$ cat src/rtl/uv_fault_pkg.sv
// Shared encodings and constants for the multi-channel ultrasonic fault scanner.
package uv_fault_pkg;

   typedef enum logic [1:0] {
      ChUnk   = 2'b00,
      ChClear = 2'b01,
      ChFault = 2'b10,
      ChError = 2'b11
   } ch_state_e;

   typedef enum logic [2:0] {ScTrig, ScWait, ScMeas, ScDone, ScGap} scan_state_e;

   localparam int unsigned ChIdxW      = 6;
   localparam int unsigned MsgChLsb    = 0;
   localparam int unsigned MsgStateLsb = 6;
   localparam int unsigned MmMul       = 11;
   localparam int unsigned MmShift     = 6;

   function automatic logic [7:0] make_msg(input ch_state_e st, input logic [ChIdxW-1:0] ch);
      logic [7:0] m;
      m = '0;
      m[MsgStateLsb +: 2] = st;
      m[MsgChLsb +: ChIdxW] = ch;
      return m;
   endfunction

endpackage

$ cat src/rtl/uv_echo_meter.sv
// Echo synchroniser, edge qualification and microsecond pulse-width counter
// for the currently selected sensor channel.
module uv_echo_meter #(
   parameter int unsigned N_CH       = 3,
   parameter int unsigned US_CYC     = 50,
   parameter int unsigned PERIOD_CYC = 50_000,
   parameter int unsigned US_W       = 19,
   parameter int unsigned CH_W       = 2,
   parameter int unsigned SLOT_W     = 16
) (
   input  logic              clk,
   input  logic              reset,
   input  logic [N_CH-1:0]   echo_pin,
   input  logic [CH_W-1:0]   ch,
   input  logic [SLOT_W-1:0] slot,
   input  logic              arm,
   input  logic              measure,
   output logic              rise,
   output logic              fall,
   output logic              timeout,
   output logic [US_W-1:0]   echo_us
);

   localparam int unsigned PRE_W = (US_CYC > 1) ? $clog2(US_CYC) : 1;

   logic [N_CH-1:0]  sync1_q, sync2_q;
   logic             seen_low_q, seen_low_d;
   logic [PRE_W-1:0] pre_q, pre_d, pre_base;
   logic [US_W-1:0]  us_q, us_d, us_base;
   logic             sel, count;

   always_ff @(posedge clk) begin
      if (reset) begin
         sync1_q    <= '0;
         sync2_q    <= '0;
         seen_low_q <= 1'b0;
         pre_q      <= '0;
         us_q       <= '0;
      end else begin
         sync1_q    <= echo_pin;
         sync2_q    <= sync1_q;
         seen_low_q <= seen_low_d;
         pre_q      <= pre_d;
         us_q       <= us_d;
      end
   end

   always_comb begin
      sel        = sync2_q[ch];
      // A rise only counts once the echo has been seen low inside the wait window.
      rise       = arm && sel && seen_low_q;
      fall       = measure && !sel;
      timeout    = (arm || measure) && (slot == SLOT_W'(PERIOD_CYC - 2));
      seen_low_d = arm && (seen_low_q || !sel);
      count      = rise || (measure && sel);
      pre_base   = arm ? '0 : pre_q;
      us_base    = arm ? '0 : us_q;
      pre_d      = pre_base;
      us_d       = us_base;
      if (count) begin
         if (pre_base == PRE_W'(US_CYC - 1)) begin
            pre_d = '0;
            if (us_base != '1) us_d = us_base + US_W'(1);
         end else begin
            pre_d = pre_base + PRE_W'(1);
         end
      end
      echo_us = us_q;
   end

endmodule

$ cat src/rtl/uv_fault_scanner.sv
// Round-robin ultrasonic scanner: per-slot trigger, echo timing, mm conversion,
// classification and per-channel confirmation driving RGB LEDs and status messages.
module uv_fault_scanner
   import uv_fault_pkg::*;
#(
   parameter int unsigned CLK_HZ     = 50_000_000,
   parameter int unsigned N_CH       = 3,
   parameter int unsigned TRIG_CYC   = 500,
   parameter int unsigned PERIOD_CYC = 50_000,
   parameter int unsigned DIST_W     = 16,
   parameter int unsigned FAULT_MM   = 40,
   parameter int unsigned CONFIRM    = 3
) (
   input  logic              clk_50M,
   input  logic              reset,
   input  logic [N_CH-1:0]   UV_echo,
   output logic [N_CH-1:0]   UV_trig,
   output logic [N_CH-1:0]   led_R,
   output logic [N_CH-1:0]   led_G,
   output logic [N_CH-1:0]   led_B,
   output logic [7:0]        msg,
   output logic              msg_valid,
   output logic [5:0]        meas_ch,
   output logic [DIST_W-1:0] meas_mm,
   output logic              meas_valid
);

   localparam int unsigned US_CYC = CLK_HZ / 1_000_000;
   localparam int unsigned CH_W   = (N_CH > 1) ? $clog2(N_CH) : 1;
   localparam int unsigned SLOT_W = $clog2(PERIOD_CYC);
   localparam int unsigned US_W   = DIST_W + 3;
   localparam int unsigned PROD_W = US_W + 4;
   localparam int unsigned CNT_W  = $clog2(CONFIRM + 1);

   scan_state_e       scan_q, scan_d;
   logic [CH_W-1:0]   ch_q, ch_d, ch_next;
   logic [SLOT_W-1:0] slot_q, slot_d;
   logic              err_q, err_d;
   ch_state_e         st_q [N_CH];
   ch_state_e         st_d [N_CH];
   ch_state_e         pend_q [N_CH];
   ch_state_e         pend_d [N_CH];
   logic [CNT_W-1:0]  cnt_q [N_CH];
   logic [CNT_W-1:0]  cnt_d [N_CH];
   logic [7:0]        msg_q, msg_d;
   logic              msg_valid_q, msg_valid_d;
   logic [5:0]        meas_ch_q, meas_ch_d;
   logic [DIST_W-1:0] meas_mm_q, meas_mm_d;
   logic              meas_valid_q, meas_valid_d;

   logic              rise, fall, timeout, slot_last;
   logic [US_W-1:0]   echo_us;
   logic [PROD_W-1:0] prod, mm_wide;
   logic [DIST_W-1:0] mm;
   ch_state_e         cls, pend_new;
   logic [CNT_W-1:0]  cnt_new;

   uv_echo_meter #(
      .N_CH       (N_CH),
      .US_CYC     (US_CYC),
      .PERIOD_CYC (PERIOD_CYC),
      .US_W       (US_W),
      .CH_W       (CH_W),
      .SLOT_W     (SLOT_W)
   ) u_meter (
      .clk      (clk_50M),
      .reset    (reset),
      .echo_pin (UV_echo),
      .ch       (ch_q),
      .slot     (slot_q),
      .arm      (scan_q == ScWait),
      .measure  (scan_q == ScMeas),
      .rise     (rise),
      .fall     (fall),
      .timeout  (timeout),
      .echo_us  (echo_us)
   );

   always_ff @(posedge clk_50M) begin
      if (reset) begin
         // Parked on the last cycle of the last slot so the first free-running
         // cycle is TRIG, channel 0, slot cycle 0, with the trigger held low meanwhile.
         scan_q       <= ScGap;
         ch_q         <= CH_W'(N_CH - 1);
         slot_q       <= SLOT_W'(PERIOD_CYC - 1);
         err_q        <= 1'b0;
         st_q         <= '{default: ChUnk};
         pend_q       <= '{default: ChUnk};
         cnt_q        <= '{default: '0};
         msg_q        <= '0;
         msg_valid_q  <= 1'b0;
         meas_ch_q    <= '0;
         meas_mm_q    <= '0;
         meas_valid_q <= 1'b0;
      end else begin
         scan_q       <= scan_d;
         ch_q         <= ch_d;
         slot_q       <= slot_d;
         err_q        <= err_d;
         st_q         <= st_d;
         pend_q       <= pend_d;
         cnt_q        <= cnt_d;
         msg_q        <= msg_d;
         msg_valid_q  <= msg_valid_d;
         meas_ch_q    <= meas_ch_d;
         meas_mm_q    <= meas_mm_d;
         meas_valid_q <= meas_valid_d;
      end
   end

   always_comb begin
      prod    = PROD_W'(echo_us) * PROD_W'(MmMul);
      mm_wide = prod >> MmShift;
      mm      = (mm_wide > PROD_W'({DIST_W{1'b1}})) ? '1 : mm_wide[DIST_W-1:0];
      if (err_q)                        cls = ChError;
      else if (mm <= DIST_W'(FAULT_MM)) cls = ChFault;
      else                              cls = ChClear;
   end

   always_comb begin
      scan_d       = scan_q;
      ch_d         = ch_q;
      err_d        = err_q;
      st_d         = st_q;
      pend_d       = pend_q;
      cnt_d        = cnt_q;
      msg_d        = msg_q;
      msg_valid_d  = 1'b0;
      meas_ch_d    = meas_ch_q;
      meas_mm_d    = meas_mm_q;
      meas_valid_d = 1'b0;
      pend_new     = pend_q[ch_q];
      cnt_new      = cnt_q[ch_q];
      slot_last    = (slot_q == SLOT_W'(PERIOD_CYC - 1));
      slot_d       = slot_last ? '0 : slot_q + SLOT_W'(1);
      ch_next      = (ch_q == CH_W'(N_CH - 1)) ? '0 : ch_q + CH_W'(1);

      case (scan_q)
         ScTrig: if (slot_q == SLOT_W'(TRIG_CYC - 1)) scan_d = ScWait;
         ScWait: begin
            if (timeout) begin
               scan_d = ScDone;
               err_d  = 1'b1;
            end else if (rise) begin
               scan_d = ScMeas;
            end
         end
         ScMeas: begin
            if (timeout) begin
               scan_d = ScDone;
               err_d  = 1'b1;
            end else if (fall) begin
               scan_d = ScDone;
               err_d  = 1'b0;
            end
         end
         ScDone: begin
            meas_valid_d = 1'b1;
            meas_ch_d    = 6'(ch_q);
            meas_mm_d    = err_q ? '0 : mm;
            if (cls == pend_q[ch_q]) begin
               cnt_new = (cnt_q[ch_q] == CNT_W'(CONFIRM)) ? cnt_q[ch_q]
                                                          : cnt_q[ch_q] + CNT_W'(1);
            end else begin
               pend_new = cls;
               cnt_new  = CNT_W'(1);
            end
            pend_d[ch_q] = pend_new;
            cnt_d[ch_q]  = cnt_new;
            if (cnt_new == CNT_W'(CONFIRM) && pend_new != st_q[ch_q]) begin
               st_d[ch_q]  = pend_new;
               msg_d       = make_msg(pend_new, 6'(ch_q));
               msg_valid_d = 1'b1;
            end
            if (slot_last) begin
               scan_d = ScTrig;
               ch_d   = ch_next;
            end else begin
               scan_d = ScGap;
            end
         end
         ScGap: begin
            if (slot_last) begin
               scan_d = ScTrig;
               ch_d   = ch_next;
            end
         end
         default: scan_d = ScTrig;
      endcase
   end

   always_comb begin
      UV_trig = '0;
      if (scan_q == ScTrig) UV_trig[ch_q] = 1'b1;
      for (int i = 0; i < N_CH; i++) begin
         led_R[i] = (st_q[i] == ChFault);
         led_G[i] = (st_q[i] == ChClear);
         led_B[i] = (st_q[i] == ChError);
      end
   end

   assign msg        = msg_q;
   assign msg_valid  = msg_valid_q;
   assign meas_ch    = meas_ch_q;
   assign meas_mm    = meas_mm_q;
   assign meas_valid = meas_valid_q;

endmodule

$ cat config.mk
export PLATFORM = sky130hd
export DESIGN_NAME = uv_fault_scanner
export DESIGN_NICKNAME = d
export VERILOG_FILES = /design/src/rtl/uv_fault_pkg.sv /design/src/rtl/uv_echo_meter.sv /design/src/rtl/uv_fault_scanner.sv
export SDC_FILE = /design/constraint.sdc
export NUM_CORES = 1
export LEC_CHECK = 0
export CAP_MARGIN = 20
export CORE_ASPECT_RATIO = 1.25
export CORE_UTILIZATION = 60
export DETAILED_ROUTE_END_ITERATION = 10
export PLACE_DENSITY = 0.93
export SETUP_SLACK_MARGIN = 0.05
export SLEW_MARGIN = 40
export SYNTH_ARGS = -nofsm -noshare
export SYNTH_HDL_FRONTEND = slang
export SYNTH_SLANG_ARGS = --single-unit
$ cat constraint.sdc
create_clock -name clk_50M -period 10.1 [get_ports clk_50M]
set_clock_uncertainty 0.15 [all_clocks]
set_input_delay 2.02 -clock clk_50M [delete_from_list [all_inputs] [get_ports clk_50M]]
set_output_delay 2.02 -clock clk_50M [all_outputs]
set_load 0.02 [all_outputs]
==> results of run 1 <==
-- layout make-up --
| class | count | area (µm²) |
|---|---|---|
| multi-input cells | 617 | 4260 |
| fillers | 799 | 3330 |
| flip-flops and latches | 96 | 1920 |
| repair buffers | 43 | 418 |
| inverters | 79 | 297 |
| clock buffers | 9 | 225 |
| well taps | 132 | 165 |
| clock inverters | 7 | 103 |
-- flip-flops by register name (all words and copies together), names as in the netlist --
name,flops
ch_q,2
cnt_q,6
err_q,1
meas_ch,2
meas_mm,16
meas_valid,1
msg,4
msg_valid,1
pend_q,6
scan_q,3
slot_q,16
st_q,6
u_meter.echo_us,19
u_meter.pre_q,6
u_meter.seen_low_q,1
u_meter.sync1_q,3
u_meter.sync2_q,3
-- worst paths after layout --
kind,endpoint,slack (ns),cells after the start
max,st_q[0]$_SDFFE_PP0P_,5.45,14
min,u_meter.sync2_q[2]$_SDFF_PP0_,0.29,1
max reg2reg,st_q[0]$_SDFFE_PP0P_,5.45,14
min reg2reg,u_meter.sync2_q[2]$_SDFF_PP0_,0.29,1
-- logic make-up (layout without fill, tap and decap cells) --
family                   count (synthesis)  in the layout
AND/OR/NAND/NOR                        307            307
AO/OA/AOI/OAI                          180            180
buffers and inverters                  127            138
flip-flops                              96             96
adder cells (fa/ha/maj)                 60             60
XOR/XNOR                                41             41
multiplexers                            21             21
other                                    1              8
-- power groups by stage --
stage               Combinational [mW]  Clock [mW]  Sequential [mW]
detailed placement               0.111           0            0.448
global route                     0.128       0.398            0.444
floorplan                        0.106           0            0.427
finish                           0.117       0.381            0.441
global placement                 0.110           0            0.447
CTS                              0.117       0.382            0.439
-- synthesized netlist by cell type (6+ instances only) --
master / count
a21oi_1: 53
fa_1: 15
nand4_1: 15
clkbuf_1: 28
nor2_1: 81
buf_4: 10
and2_1: 9
xnor2_1: 26
o21ai_1: 7
buf_2: 7
o21bai_1: 11
dfxtp_1: 96
inv_1: 79
ha_1: 45
a31oi_1: 6
nand3_1: 29
xor2_1: 15
nand2_1: 67
a21o_1: 7
nor3_1: 21
nand2b_1: 16
mux2i_1: 19
o21ai_0: 23
o211ai_1: 7
or3_1: 9
a211oi_1: 17
nor2b_1: 19
and3_1: 8
-- through the flow --
step	cells	cell area, µm²
2_1_floorplan	840	6720
3_3_place_gp	967	7060
3_5_place_dp	967	7060
4_1_cts	983	7390
5_1_grt	983	7390
6_report	983	7390
-- layer usage --
metal,routed length (µm),global-route usage,share of wire,up-vias
li1,-,-,-,2891
met1,6150,0.315,0.39,2872
met2,7970,0.492,0.51,230
met3,854,0.0469,0.054,67
met4,710,0.156,0.045,0
met5,0,0,0,-
==> reports/qor.yml, run 1 <==
worst_setup_path:
  r2r_start: "u_meter.echo_us[7]$_SDFF_PP0_"
  setup.worst_path.end_class: "register"
  crit_arrival_ns: 4.74
  critical_path_required_ns: 10.19
  crit_type: "reg -> reg"
  crit_start: "u_meter.echo_us[7]$_SDFF_PP0_"
  critPathBufInv: 2
  crit_chain: "ha_1 -> inv_1 -> fa_1 -> inv_1 -> ha_1 -> nand3_1 -> a2111oi_1 -> or2_1 -> nand3_1 -> a31oi_1 -> or4b_1 -> nor3_2 -> or2_2 -> mux2i_1"
  critPathLaunchType: "register"
  slowest_stage: "or4b_1"
  cp_max_fo: 7
  path_delay_family: "simple AND/OR/NAND/NOR gates"
  max_stage_delay_ns: 0.63
yosys:
  synth_fa_ha_area_frac: 0.129
  synth_top_area_frac: 0.287
  yosysUniqueCellTypes: 77
  ys_async_sr_fraction: 0
  synth.yosys.seq_area_share: 0.287
  synth-edff-count: 0
  synth-compound-area-share: 0.185
  synth_top_family_by_area: "simple AND/OR/NAND/NOR gates"
  synth-seq-cells: 96
  syn_area_mm2: 0.00669
  synthSimpleGateAreaFrac: 0.233
  netlist.top_cell.by_area: "dfxtp_1"
  synthMuxAreaShare: 0.0318
  yosys_warnings: 0
  synth_area_leaders: "dfxtp_1, ha_1, nor2_1"
  synth-main-ff-cell: "dfxtp_1"
  synth_xor_area_frac: 0.0537
  synth_area_per_cell_um2: 8.03
  synthCells: 833
clock_network:
  cts_root_buf: "clkbuf_16"
  cts_tree: "built"
  cts.htree.levels: 3
  hold_buffers: 0
  cts.sinks: 96
  clk_latency_ns: 0.35
  cts_made_buffers: 9
  clk_pin_slew_ns: 0.07
  ctsResizeCount: 0
  cts_setup_buffers: 0
  cts_buffer_depth: 2
floorplan:
  core_area_mm2: 0.0107
  die_h_um: 120
  die_w_um: 96.5
  initial_core_util: 0.624
  die-area_mm2: 0.0116
  ioPinCount: 49
  num_rows: 42
timing:
  relSlewSlack: 0.478
  slew_violations: 0
  rsz0062_at_grt: "no"
  fin_ws_ns: 5.45
  tightestPinTransition_ns: 0.783
  setup_viol: 0
  min_period_ns: 4.65
  finalSetupTns_ns: 0
  holdWs_ns: 0.288
  min_period_over_period: 0.460
  fmax_ghz: 0.215
  hold_viol: 0
worst_hold_path:
  hold_class: "reg -> reg"
  min_from: "u_meter.sync1_q[2]$_SDFF_PP0_"
finish:
  layout_common_cells: "dfxtp_1, nor2_1, inv_1, nand2_1, a21oi_1"
  drive_gt1_frac: 0.0588
  mostFrequentLayoutCell: "dfxtp_1"
  antenna_cells: 0
  area_growth_pct: 10.4
  fin_nets: 911
  finish.utilization: 0.689
placement:
  place.gp.congestion: 0.916
  place_hpwl_mm: 11.0
  place_ws_ns: 5.59
  port_buffers: 40
power_and_ir_drop:
  leakagePower_nw: 3.09
  combPwrFrac: 0.125
  p_seq_frac: 0.469
  p_clk_frac: 0.406
  power_uw: 939
  p_switching_uw: 267
  swShare: 0.284
  power_density_mw_per_mm2: 127
  p_int_uw: 673
  ir_drop_v: 0.0000851
drt:
  vias: 6060
  wl_per_cell_um: 16.0
  drc_errors: 0
  ant_nets: 0
  wl_mm: 15.7
  detail_route.first_pass.iterations: 8
  drt_iter0_drc: 484
  via_per_inst: 6.16
flow_run:
  drv_cap: 0
global_routing:
  antenna_found_initial: 0
  grt_use_total: 0.281
  grt_pass1_vias: 5813
  overflow: 0
  grt_pass1_wl_mm: 25.8
  grt_max_degree: 81
run_status:
  outcome: "finished clean"
Power figures use the tool's default switching activity.
==> inputs of run 2 (changes only) <==
- clock period: 10.1 -> 4.7 ns (I/O delays scaled with it)
==> run 2 against run 1 <==
  * Die area did not move
  * Critical endpoint is now st_q[3]$_SDFFE_PP0P_
  * Power rose by 100%
  * Via count is 0.84% lower
  * Sequential share of layout area is 0.16 points lower
  * Sequential cell count unchanged
  * Worst setup slack worse by 5.2 ns
==> reports/qor.yml, run 2 (synthesis gave the netlist of run 1 again) <==
run_status:
  outcome: "finished clean"
global_routing:
  grt_pass1_vias: 5717
  grt_pass1_wl_mm: 25.5
  grt_use_total: 0.276
  overflow: 0
  antenna_found_initial: 0
  grt_max_degree: 55
worst_setup_path:
  crit_arrival_ns: 4.51
  setup.worst_path.end_class: "register"
  critPathLaunchType: "register"
  cp_max_fo: 7
  critical_path_required_ns: 4.76
  crit_type: "reg -> reg"
finish:
  antenna_cells: 0
  area_growth_pct: 11.0
  finish.utilization: 0.693
  largest_register_ffs: 19
  drive_gt1_frac: 0.0690
  nFillCells: 775
  mostFrequentLayoutCell: "dfxtp_1"
  fin_nets: 915
  layout_common_cells: "dfxtp_1, nor2_1, inv_1, nand2_1, a21oi_1"
clock_network:
  cts_tree: "built"
  hold_buffers: 0
  cts.htree.levels: 3
  cts_setup_buffers: 0
  cts_root_buf: "clkbuf_16"
  ctsResizeCount: 0
  cts_buffer_depth: 2
  cts.sinks: 96
  clk_latency_ns: 0.35
  cts_made_buffers: 9
  clk_pin_slew_ns: 0.07
timing:
  tightestPinTransition_ns: 0.745
  relSlewSlack: 0.503
  min_period_over_period: 0.947
  setup_viol: 0
  hold_viol: 0
  rsz0062_at_grt: "no"
  fmax_ghz: 0.225
  fin_ws_ns: 0.250
  slew_violations: 0
  min_period_ns: 4.45
  finalSetupTns_ns: 0
  holdWs_ns: 0.300
floorplan:
  core_area_mm2: 0.0107
  num_rows: 42
  die_h_um: 120
  initial_core_util: 0.624
  die-area_mm2: 0.0116
  die_w_um: 96.5
  ioPinCount: 49
placement:
  port_buffers: 40
  place_hpwl_mm: 11.1
  place.gp.congestion: 0.889
  place_ws_ns: 0.166
power_and_ir_drop:
  power_mw: 1.92
  power_density_mw_per_mm2: 258
  ir_drop_v: 0.000173
  leakagePower_nw: 3.11
drt:
  wl_per_cell_um: 15.5
  via_per_inst: 6.09
  drt_iter0_drc: 440
  detail_route.first_pass.iterations: 6
  vias: 6009
  ant_nets: 0
  wl_mm: 15.3
  drc_errors: 0
flow_run:
  drv_cap: 0
worst_hold_path:
  hold_class: "reg -> reg"
==> run 2: cell types whose count changed in the layout (fill, tap and decap cells not counted), sizes merged <==
cell,change
bufinv,-2
inv,-2
clkinvlp,+1
clkbuf,+2
clkinv,+1
buf,+4
==> run 2: through the flow <==
stage	instance area, µm²	instances
2_1_floorplan	6720	840
3_3_place_gp	7090	971
3_5_place_dp	7090	971
4_1_cts	7380	987
5_1_grt	7430	987
6_report	7430	987
==> run 2: worst max-delay path, stage by stage, from the launching register on <==
cell and delay [ns]:
dfxtp_1 0.38, ha_1 0.31, inv_1 0.05, fa_1 0.50, inv_1 0.04, ha_1 0.22
nor3_1 0.40, a22oi_1 0.23, a41oi_1 0.44, and3_1 0.26, o32ai_2 0.13, or4b_4 0.62
o21ai_4 0.27, o21ai_2 0.13, mux2i_1 0.17
==> run 2: final timing paths <==
check	cells past startpoint	to	slack, ns	startpoint
hold / removal	2	meas_mm[6]$_SDFFE_PP0P_	0.30	meas_mm[6]$_SDFFE_PP0P_
setup / recovery	14	st_q[3]$_SDFFE_PP0P_	0.25	u_meter.echo_us[2]$_SDFF_PP0_
hold reg to reg	2	meas_mm[6]$_SDFFE_PP0P_	0.30	meas_mm[6]$_SDFFE_PP0P_
setup reg to reg	14	st_q[3]$_SDFFE_PP0P_	0.25	u_meter.echo_us[2]$_SDFF_PP0_
==> run 2: area by class of cell <==
class / instances / area [µm²] / area share
Inverter: 79 / 297 / 0.0399
Clock inverter: 5 / 38.8 / 0.00522
Tap cell: 132 / 165 / 0.0222
Multi-Input combinational cell: 617 / 4300 / 0.579
Sequential cell: 96 / 1920 / 0.259
Clock buffer: 11 / 253 / 0.0340
Timing Repair Buffer: 47 / 450 / 0.0606
==> run 2: where the power goes <==
group / internal, mW / total [mW] / switching, mW
logic: 0.114 / 0.273 / 0.159
clock network: 0.391 / 0.718 / 0.327
registers: 0.862 / 0.926 / 0.0635
==> run 2: routing by layer <==
metal,up-vias,GRT usage,share of wire
met4,0,0.148,0.041
li1,2895,-,-
met2,225,0.478,0.50
met1,2830,0.317,0.40
met5,-,0,0
met3,59,0.0425,0.051
==> variant, RTL diff (config.mk and constraints of run 1) <==
`N_CH` is set to 3 in 2 places; all go to 2.
--- a/src/rtl/uv_echo_meter.sv
+++ b/src/rtl/uv_echo_meter.sv
@@ -2,5 +2,5 @@
 // for the currently selected sensor channel.
 module uv_echo_meter #(
-   parameter int unsigned N_CH       = 3,
+   parameter int unsigned N_CH       = 2,
    parameter int unsigned US_CYC     = 50,
    parameter int unsigned PERIOD_CYC = 50_000,
--- a/src/rtl/uv_fault_scanner.sv
+++ b/src/rtl/uv_fault_scanner.sv
@@ -5,5 +5,5 @@
 #(
    parameter int unsigned CLK_HZ     = 50_000_000,
-   parameter int unsigned N_CH       = 3,
+   parameter int unsigned N_CH       = 2,
    parameter int unsigned TRIG_CYC   = 500,
    parameter int unsigned PERIOD_CYC = 50_000,
Interface: changed (5 resized); port bits go from 49 to 44. The function was not compared with the original's and may differ.
==> variant against run 1 <==
  * Count of clock-buffer cells in the layout rose by 1
  * Global-route usage fell by 2.4 points
  * Worst setup slack got worse by 0.10 ns
  * Sequential share of layout area rose by 0.15 points
  * Combinational power fell by 6%
  * Core utilization fell by 0.92 points
  * Worst hold slack improved by 0.0046 ns
  * Total power fell by 15%
  * Design area fell by 12%
  * Synthesized area fell by 12%
  * Sequential cell count fell by 11
  * Routed wire length fell by 17%
  * Clock power fell by 21%
  * Largest power group unchanged
  * Highest routed layer unchanged
==> variant: results (changes against run 1) <==
** Placed design
- The number of buffers added on ports was 33 (was 40).
- The HPWL reported at the end of detailed placement came to 9.727 mm (was 11.00 mm).
- # placed instances :: 871 (was 967)
- The total cell area at the placement stage came to 0.006233 mm2 (was 0.007059 mm2).
- Routability congestion estimate :: 0.9275 (was 0.9156)

** Global route
- Vias in the first global route :: 4,921 (was 5,813)
- Global-route usage over all layers :: 25.74% (was 28.14%)

** Power and ir drop
- Static power due to leakage :: 2.804 nW (was 3.089 nW)
- The largest voltage drop on the vdd net came to 0.08069 mV (was 0.08509 mV).

** Synthesis
- The distinct cell type count after synthesis came to 69 (was 77).
- Synth top area cells: dfxtp_1 (29%), ha_1 (9.5%), nor2_1 (5.4%) (was dfxtp_1 (29%), ha_1 (8.4%), nor2_1 (4.5%)).
- Post-synth top cells: dfxtp_1 (85), nor2_1 (85), inv_1 (76) (was dfxtp_1 (96), nor2_1 (81), inv_1 (79)).
- The portion of the post-synthesis area used by sequential elements was 28.86% (was 28.72%).
- Mean instance size in the synthesized netlist :: 7.958 um2 (was 8.033 um2)

** Critical path
- Reg-to-Reg End :: st_q[2] (was st_q[0])
- Worst setup slack for register-to-register paths :: 5.35 ns (was 5.45 ns)
- The highest fanout seen on the critical path came to 13 (was 7).
- Max incr delay on CP :: 0.51 ns (was 0.63 ns)
- The slowest cell on the critical path is fa_1 (was or4b_1).
- The data arrival at the endpoint of the critical path came to 4.85 ns (was 4.74 ns).
- The critical path launch point is u_meter.echo_us[10] (was u_meter.echo_us[7]).
- Worst Reg2Reg Path Length in Cells :: 15 (was 14)

** Route
- Number of optimization iterations in the first detailed-route pass :: 5 (was 8)
- Average detailed-routed wire length per instance :: 14.63 um (was 15.96 um)
- The total number of vias is 5,196 (was 6,060).
- First-iteration detailed-routing DRC count :: 250 (was 484)
- Average vias per placed instance :: 5.865 (was 6.165)

** Finish
- The number of nets at the end of the flow is 820 (was 911).
- The footprint of the flip-flops and latches came to 0.001702 mm2 (was 0.001923 mm2).
- The share of final-layout standard cells stronger than drive strength 1 is 5.263% (was 5.875%).
- The count of filler cells inserted in the layout came to 740 (was 799).

** Status
- Outcome :: finished, final reports clean (unchanged)

** Hold path
- The class of the worst hold path is reg -> reg (unchanged).
- Hold worst-path end :: u_meter.sync2_q[0] (was u_meter.sync2_q[2])
- Worst hold path startpoint :: u_meter.sync1_q[0] (was u_meter.sync1_q[2])

** Timing
- Worst-margin pin slew :: 0.7353 ns (was 0.7834 ns)

** Clocking
- CTS Root Buffer Type :: clkbuf_16 (unchanged)
variant: metal layers:
layer / part of all wire (%) / up-vias / GRT usage, %
met4: 2.2 / 0 / 10.43
li1: - / 2553 / -
met2: 52 / 129 / 48.43
met3: 3.5 / 28 / 3.898
met5: 0 / - / 0
met1: 42 / 2486 / 28.72
variant: worst max-delay path by stage:
stage | slack, ns | end
2_1_floorplan | 5.97 | cnt_q[3]
3_3_place_gp | 5.70 | st_q[3]
3_5_place_dp | 5.50 | st_q[3]
4_1_cts | 5.40 | st_q[2]
5_1_grt | 4.97 | st_q[2]
6_report | 5.35 | st_q[2]
variant: logic make-up (layout without fill, tap and decap cells):
kind of cell,Yosys count,count (layout),share of synthesized area [%]
AO/OA/AOI/OAI,161,161,17.80
XOR/XNOR,39,39,5.792
adder cells (fa/ha/maj),60,60,14.64
buffers and inverters,117,127,8.275
flip-flops,85,85,28.86
multiplexers,14,14,2.482
other,1,10,0.06359
AND/OR/NAND/NOR,264,264,22.09
variant: final cells by class:
cell class              instances  area share (%)
multi-input cells             548           57.56
clock inverters                 5          0.5775
well taps                     126           2.425
inverters                      76           4.389
repair buffers                 36           5.351
clock buffers                  10           3.523
flip-flops and latches         85           26.18
variant: where the power goes:
| group | switching, mW | internal (mW) |
|---|---|---|
| Combinational | 0.0636 | 0.0469 |
| Sequential | 0.0342 | 0.355 |
| Clock | 0.136 | 0.166 |
| Total | 0.234 | 0.568 |
variant: critical path, delay by kind of cell (launching register included):
family | cells | cell delay [ns]
simple gates | 3 | 0.84
flops | 1 | 0.36
buf+inv | 2 | 0.09
fa+ha+maj | 3 | 1.21
compound gates | 7 | 1.98
variant: stage by stage:
step | hold slack, ns | total power [mW] | worst slack (ns)
2_1_floorplan | 0.2638 | 0.4749 | 5.973
6_report | 0.2927 | 0.8019 | 5.347
3_5_place_dp | 0.2842 | 0.5014 | 5.498
5_1_grt | 0.3091 | 0.8299 | 4.975
3_3_place_gp | 0.2812 | 0.4929 | 5.703
4_1_cts | 0.3003 | 0.8025 | 5.398
